===== config.mk =====
export PLATFORM = sky130hd
export DESIGN_NAME = div_sequencer
export DESIGN_NICKNAME = d
export VERILOG_FILES = /design/src/rtl/div_sequencer.sv
export SDC_FILE = /design/constraint.sdc
export NUM_CORES = 1
export LEC_CHECK = 0
export ABC_AREA = 1
export BUFFER_PORTS_ARGS = -buffer_cell sky130_fd_sc_hd__buf_2
export CAP_MARGIN = 20
export CELL_PAD_IN_SITES_DETAIL_PLACEMENT = 0
export CELL_PAD_IN_SITES_GLOBAL_PLACEMENT = 2
export CORE_MARGIN = 5
export CORE_UTILIZATION = 34
export CTS_CLUSTER_DIAMETER = 200
export CTS_CLUSTER_SIZE = 20
export DETAILED_ROUTE_END_ITERATION = 10
export PLACE_DENSITY_LB_ADDON = 0.1
export SKIP_CTS_REPAIR_TIMING = 1
export SLEW_MARGIN = 20
export SYNTH_ARGS = -nofsm -noshare
export SYNTH_HDL_FRONTEND = slang
export SYNTH_SLANG_ARGS = --single-unit

===== constraint.sdc =====
create_clock -name clk -period 2.85 [get_ports clk]
set_input_delay 0.1425 -clock clk [delete_from_list [all_inputs] [get_ports clk]]
set_output_delay 0.1425 -clock clk [all_outputs]
set_load 0.01 [all_outputs]

===== src/rtl/div_sequencer.sv =====
// rtl/div_sequencer.sv - multi-cycle restoring divider sequencer for RV32M DIV/DIVU/REM/REMU
//
// Ports:
//   clk, rst_n          clock, asynchronous active-low reset
//   start, func3        EX-stage divide request and M-extension op (func3[2]=1 selects divide)
//   op_a, op_b          dividend (rs1), divisor (rs2)
//   flush               abort the operation in flight and return to IDLE
//   busy                high in CALC, FIX and DONE
//   stall               hold the front pipeline while a divide is pending
//   done                one-cycle pulse, result valid in this cycle
//   result              quotient or remainder, held until the next accepted op
//
// Build option: define DIV_EARLY_OUT_EN to skip CALC for divide-by-zero and
// signed overflow (done two cycles after accept). Results are identical either way.

module div_sequencer (
    input  logic        clk,
    input  logic        rst_n,
    input  logic        start,
    input  logic [2:0]  func3,
    input  logic [31:0] op_a,
    input  logic [31:0] op_b,
    input  logic        flush,
    output logic        busy,
    output logic        stall,
    output logic        done,
    output logic [31:0] result
);

    localparam logic [1:0] S_IDLE = 2'd0;
    localparam logic [1:0] S_CALC = 2'd1;
    localparam logic [1:0] S_FIX  = 2'd2;
    localparam logic [1:0] S_DONE = 2'd3;

    logic [1:0]  state_q,   state_d;
    logic [5:0]  cnt_q,     cnt_d;
    logic        op_rem_q,  op_rem_d;
    logic        a_neg_q,   a_neg_d;
    logic        q_neg_q,   q_neg_d;
    logic        div0_q,    div0_d;
    logic        ovf_q,     ovf_d;
    logic [31:0] a_mag_q,   a_mag_d;
    logic [31:0] b_mag_q,   b_mag_d;
    logic [31:0] quo_q,     quo_d;
    logic [31:0] rem_q,     rem_d;
    logic [31:0] result_q,  result_d;

    logic        is_signed;
    logic        in_a_neg;
    logic        in_b_neg;
    logic [31:0] in_a_mag;
    logic [31:0] in_b_mag;
    logic        in_div0;
    logic        in_ovf;
    logic        div_req;
    logic        accept;
    logic [33:0] trial;
    logic [31:0] q_fix;
    logic [31:0] r_fix;

    always_comb begin
        is_signed = ~func3[0];
        in_a_neg  = is_signed & op_a[31];
        in_b_neg  = is_signed & op_b[31];
        in_a_mag  = in_a_neg ? (~op_a + 32'd1) : op_a;
        in_b_mag  = in_b_neg ? (~op_b + 32'd1) : op_b;
        in_div0   = (op_b == 32'd0);
        in_ovf    = is_signed & (op_a == 32'h8000_0000) & (op_b == 32'hFFFF_FFFF);
        div_req   = start & func3[2];
        accept    = (state_q == S_IDLE) & div_req & ~flush;

        // Partial remainder shifted left with the next dividend bit; bit 33
        // is the borrow, i.e. the trial subtraction did not fit.
        trial = {1'b0, rem_q, quo_q[31]} - {2'b00, b_mag_q};

        // Divide-by-zero remainder is the original dividend, rebuilt from its
        // magnitude and sign. Overflow falls out of the normal path as well,
        // but is forced so the early-out build needs no CALC pass.
        if (div0_q) begin
            q_fix = 32'hFFFF_FFFF;
            r_fix = a_neg_q ? (~a_mag_q + 32'd1) : a_mag_q;
        end else if (ovf_q) begin
            q_fix = 32'h8000_0000;
            r_fix = 32'd0;
        end else begin
            q_fix = q_neg_q ? (~quo_q + 32'd1) : quo_q;
            r_fix = a_neg_q ? (~rem_q + 32'd1) : rem_q;
        end
    end

    always_comb begin
        state_d  = state_q;
        cnt_d    = cnt_q;
        op_rem_d = op_rem_q;
        a_neg_d  = a_neg_q;
        q_neg_d  = q_neg_q;
        div0_d   = div0_q;
        ovf_d    = ovf_q;
        a_mag_d  = a_mag_q;
        b_mag_d  = b_mag_q;
        quo_d    = quo_q;
        rem_d    = rem_q;
        result_d = result_q;

        case (state_q)
            S_IDLE: begin
                if (accept) begin
                    op_rem_d = func3[1];
                    a_neg_d  = in_a_neg;
                    q_neg_d  = in_a_neg ^ in_b_neg;
                    div0_d   = in_div0;
                    ovf_d    = in_ovf;
                    a_mag_d  = in_a_mag;
                    b_mag_d  = in_b_mag;
                    quo_d    = in_a_mag;
                    rem_d    = 32'd0;
                    cnt_d    = 6'd0;
`ifdef DIV_EARLY_OUT_EN
                    state_d  = (in_div0 | in_ovf) ? S_FIX : S_CALC;
`else
                    state_d  = S_CALC;
`endif
                end
            end
            S_CALC: begin
                // quo_q doubles as the dividend shift register: dividend bits
                // leave at the top while quotient bits enter at the bottom.
                if (trial[33]) begin
                    rem_d = {rem_q[30:0], quo_q[31]};
                    quo_d = {quo_q[30:0], 1'b0};
                end else begin
                    rem_d = trial[31:0];
                    quo_d = {quo_q[30:0], 1'b1};
                end
                cnt_d = cnt_q + 6'd1;
                if (cnt_q == 6'd31) begin
                    state_d = S_FIX;
                end
            end
            S_FIX: begin
                result_d = op_rem_q ? r_fix : q_fix;
                state_d  = S_DONE;
            end
            default: begin
                state_d = S_IDLE;
            end
        endcase

        if (flush) begin
            state_d  = S_IDLE;
            result_d = result_q;
        end
    end

    always_ff @(posedge clk or negedge rst_n) begin
        if (!rst_n) begin
            state_q  <= S_IDLE;
            cnt_q    <= 6'd0;
            op_rem_q <= 1'b0;
            a_neg_q  <= 1'b0;
            q_neg_q  <= 1'b0;
            div0_q   <= 1'b0;
            ovf_q    <= 1'b0;
            a_mag_q  <= 32'd0;
            b_mag_q  <= 32'd0;
            quo_q    <= 32'd0;
            rem_q    <= 32'd0;
            result_q <= 32'd0;
        end else begin
            state_q  <= state_d;
            cnt_q    <= cnt_d;
            op_rem_q <= op_rem_d;
            a_neg_q  <= a_neg_d;
            q_neg_q  <= q_neg_d;
            div0_q   <= div0_d;
            ovf_q    <= ovf_d;
            a_mag_q  <= a_mag_d;
            b_mag_q  <= b_mag_d;
            quo_q    <= quo_d;
            rem_q    <= rem_d;
            result_q <= result_d;
        end
    end

    // stall rises combinationally with the request so the front end holds
    // in the accept cycle; flush is deliberately not part of that term.
    assign busy   = (state_q != S_IDLE);
    assign stall  = ((state_q == S_IDLE) & div_req) | (state_q == S_CALC) | (state_q == S_FIX);
    assign done   = (state_q == S_DONE) & ~flush;
    assign result = result_q;

endmodule

==> impl_results.md <==
* Hold_sp: op_a[5]
* PortBufs at 105
* Worst EP arrival at 3000 ps
* Share of layout cells above drive strength 1 at 0.08565
* Initial antenna violation count at 1
* Post-synth EDFFs at 0
* Clock Latency Late Sink at 480 ps
* DRC at 0
* Worst-path clk slew at 70 ps
* DP Wirelength at 48,030 um
* Top-count cell post-synth: nand2_1
* Initial Util at 0.3428
* Max-slew headroom at 0.2022
* P&R area growth vs syn at 13.14%
* Status: finished, final reports clean
* Mapped Area at 14,700 um^2
* TritonCTS clock tree: yes
* Area occupied by multi-input gates at 8951 um^2
* Vias in the first global route at 15,307
* Syn_nets at 2,498
* Yosys cell types at 52
* DIE HEIGHT at 217.9 um
* Final slew viol count at 0
* # fillers at 4,734
* GR Overflow Total at 0
* Routability Congestion at 0.9455
* Global Route Usage Sum at 0.2534
* Final Hold Vio Count at 0
* Power Total at 14.87 mW
* Final instance area at 16,630 um^2
* Final WL at 60,100 um
* CP Class: reg -> reg
* DRT Pass-1 Iters at 6
* First-pass GRT wire length at 92,360 um
* Main synth FF type: dfrtp_1
* CTS Sinks at 173
* Minimum clock period at 2628 ps
* Hold path cells at 4
* Root buffer cell: clkbuf_16
* Area share of the largest cell type after synthesis at 0.2945
* Yosys Warn Count at 0
* Reg-to-reg startpoint: quo_q[31]$_DFFE_PN0P_
* Synth Register Bits at 173
* Leakage power at 8.668 nW
* Worst Reg2Reg Path Length in Cells at 15
* Most frequent cells after synthesis: 759 x nand2_1, 289 x inv_1, 278 x nand3_1, 242 x nor2_1, 173 x dfrtp_1
* Hold crit path type: in -> reg
* Placed inst area at 15,960 um^2
* CP Launch Type: flop
* Row cnt at 76
* RSZ-0062 raised after global routing: no
* First-iteration detailed-routing DRC count at 1,307
* Largest net degree at the start of global routing at 88
* Layout Skew at 10.12 ps
* Critical path fanouts, max at 4
* Die width at 217.9 um
* Avg WL per Cell at 19.56 um
* I/O pin count at 106
* Register area share after synthesis at 0.2945
* Reg2reg setup slack at 220 ps
* WP data required at 3220 ps
* Fraction of registers with async set or reset after synthesis at 1.000
* Nets@finish at 2,590
* Avg Inst Size Synth at 6.171 um^2
* Longest Clk Path Bufs at 2
* Post-Syn Instances at 2,382
* Min-Delay Endpoint: a_mag_q[5]$_DFFE_PN0P_
* Synth area leaders: dfrtp_1 29%, nand2_1 19%, nand3_1 9.5%
* Yosys top cell by area: dfrtp_1
* Slew @ Worst Pin at 1184 ps
* IR drop worst, VDD at 0.0003901 V
* PD cells at 894.0 nW/um^2
* Final number of setup-violating endpoints at 0
* Finished Layout Cells at 3,073
* Critical Path Source: quo_q[31]$_DFFE_PN0P_
* Final Cycle Share at 0.9221
* Max Clock Freq at 380.5 MHz
* Die area at 47,500 um^2
* Inst Count DP at 3,036
* CTS H-tree lvls at 4
* Max_cap viols at 0
* Via count at 15,885
* Num CTS Buffers at 17
* Core Region at 42,890 um^2
* Element type at the critical path end: flop
* ANT nets after route at 0
* Register Area at 4329 um^2
* Avg Vias per Cell at 5.169
* R2R Path End: rem_q[26]$_DFFE_PN0P_
* Setup TNS at 0 ps
-- worst max-delay path, cell delays in order, from the launching register on --
cell	delay [ps]
dfrtp_1	360
inv_1	80
ha_1	210
fa_1	400
inv_1	90
nand3_1	70
nand2_1	220
nand2_1	80
nand2_1	190
nand2_1	80
nand2_1	180
nand3_1	200
nand3_1	140
nand3_1	90
nand2_1	80
nand2_1	40
-- layout by cell type, fill, tap and decap left out, types with 4 or more instances in the layout --
cell type      count
nand2_1          759
inv_1            289
nand3_1          278
nor2_1           239
dfrtp_1          173
o21ai_0          170
buf_2            104
a21oi_1           88
xor2_1            44
ha_1              44
nand4_1           42
buf_4             36
xnor2_1           23
nor3_1            22
o211ai_1          19
o221ai_1          18
clkbuf_16         17
o21ai_1            9
o21bai_1           8
nand3b_1           7
nor2_2             6
o22ai_1            6
clkbuf_8           6
nand2_2            5
inv_2              5
a31oi_1            5
nor2_4             4
a21oi_2            4
nor4_1             4
clkinv_4           4
dlygate4sd3_1      4
-- cell families after synthesis --
| logic type | synth area share |
|---|---|
| buffers and inverters | 0.09788 |
| flip-flops | 0.2945 |
| adder cells (fa/ha/maj) | 0.03881 |
| AO/OA/AOI/OAI | 0.1327 |
| XOR/XNOR | 0.03992 |
| AND/OR/NAND/NOR | 0.3962 |
-- power breakdown --
part	internal (mW)	switching, mW
Sequential	3.37	0.788
Combinational	2.48	5.64
Clock	1.50	1.09
-- flip-flops by register name, summed over array words and instances, names as in the netlist --
signal	count
a_mag_q	32
quo_q	32
result	32
op_rem_q	1
ovf_q	1
div0_q	1
state_q	2
a_neg_q	1
b_mag_q	32
cnt_q	6
rem_q	32
q_neg_q	1
-- worst max path at each step --
stage	slack, ps	cells after the start	endpoint
after floorplan	860	14	rem_q[21]$_DFFE_PN0P_
after global placement	180	15	rem_q[26]$_DFFE_PN0P_
after detailed placement	190	15	rem_q[26]$_DFFE_PN0P_
after CTS	180	15	rem_q[26]$_DFFE_PN0P_
after global routing	6	15	rem_q[26]$_DFFE_PN0P_
final	220	15	rem_q[26]$_DFFE_PN0P_
-- layer usage --
layer | GRT usage | part of all wire
met3 | 0.03915 | 0.062
met4 | 0.06050 | 0.019
met5 | 0 | 0
met2 | 0.3803 | 0.43
met1 | 0.3817 | 0.49
-- per-stage QoR --
stage	hold slack, ps	util	setup slack (ps)
2_1_floorplan	-153.1	-	859.8
3_3_place_gp	280.3	0.3721	184.0
3_5_place_dp	275.1	0.3721	190.6
4_1_cts	-248.7	0.3868	182.4
5_1_grt	45.44	0.3878	6.276
6_report	25.12	0.3878	222.0
-- area by class of cell --
cell class,instances,area share
multi-input cells,1838,0.5382
flip-flops and latches,173,0.2603
inverters,298,0.06740
repair buffers,146,0.05198
well taps,585,0.04401
clock buffers,24,0.03017
clock inverters,8,0.007824
diodes,1,0.0001505
Note: power is estimated with default switching activity, not from simulation.
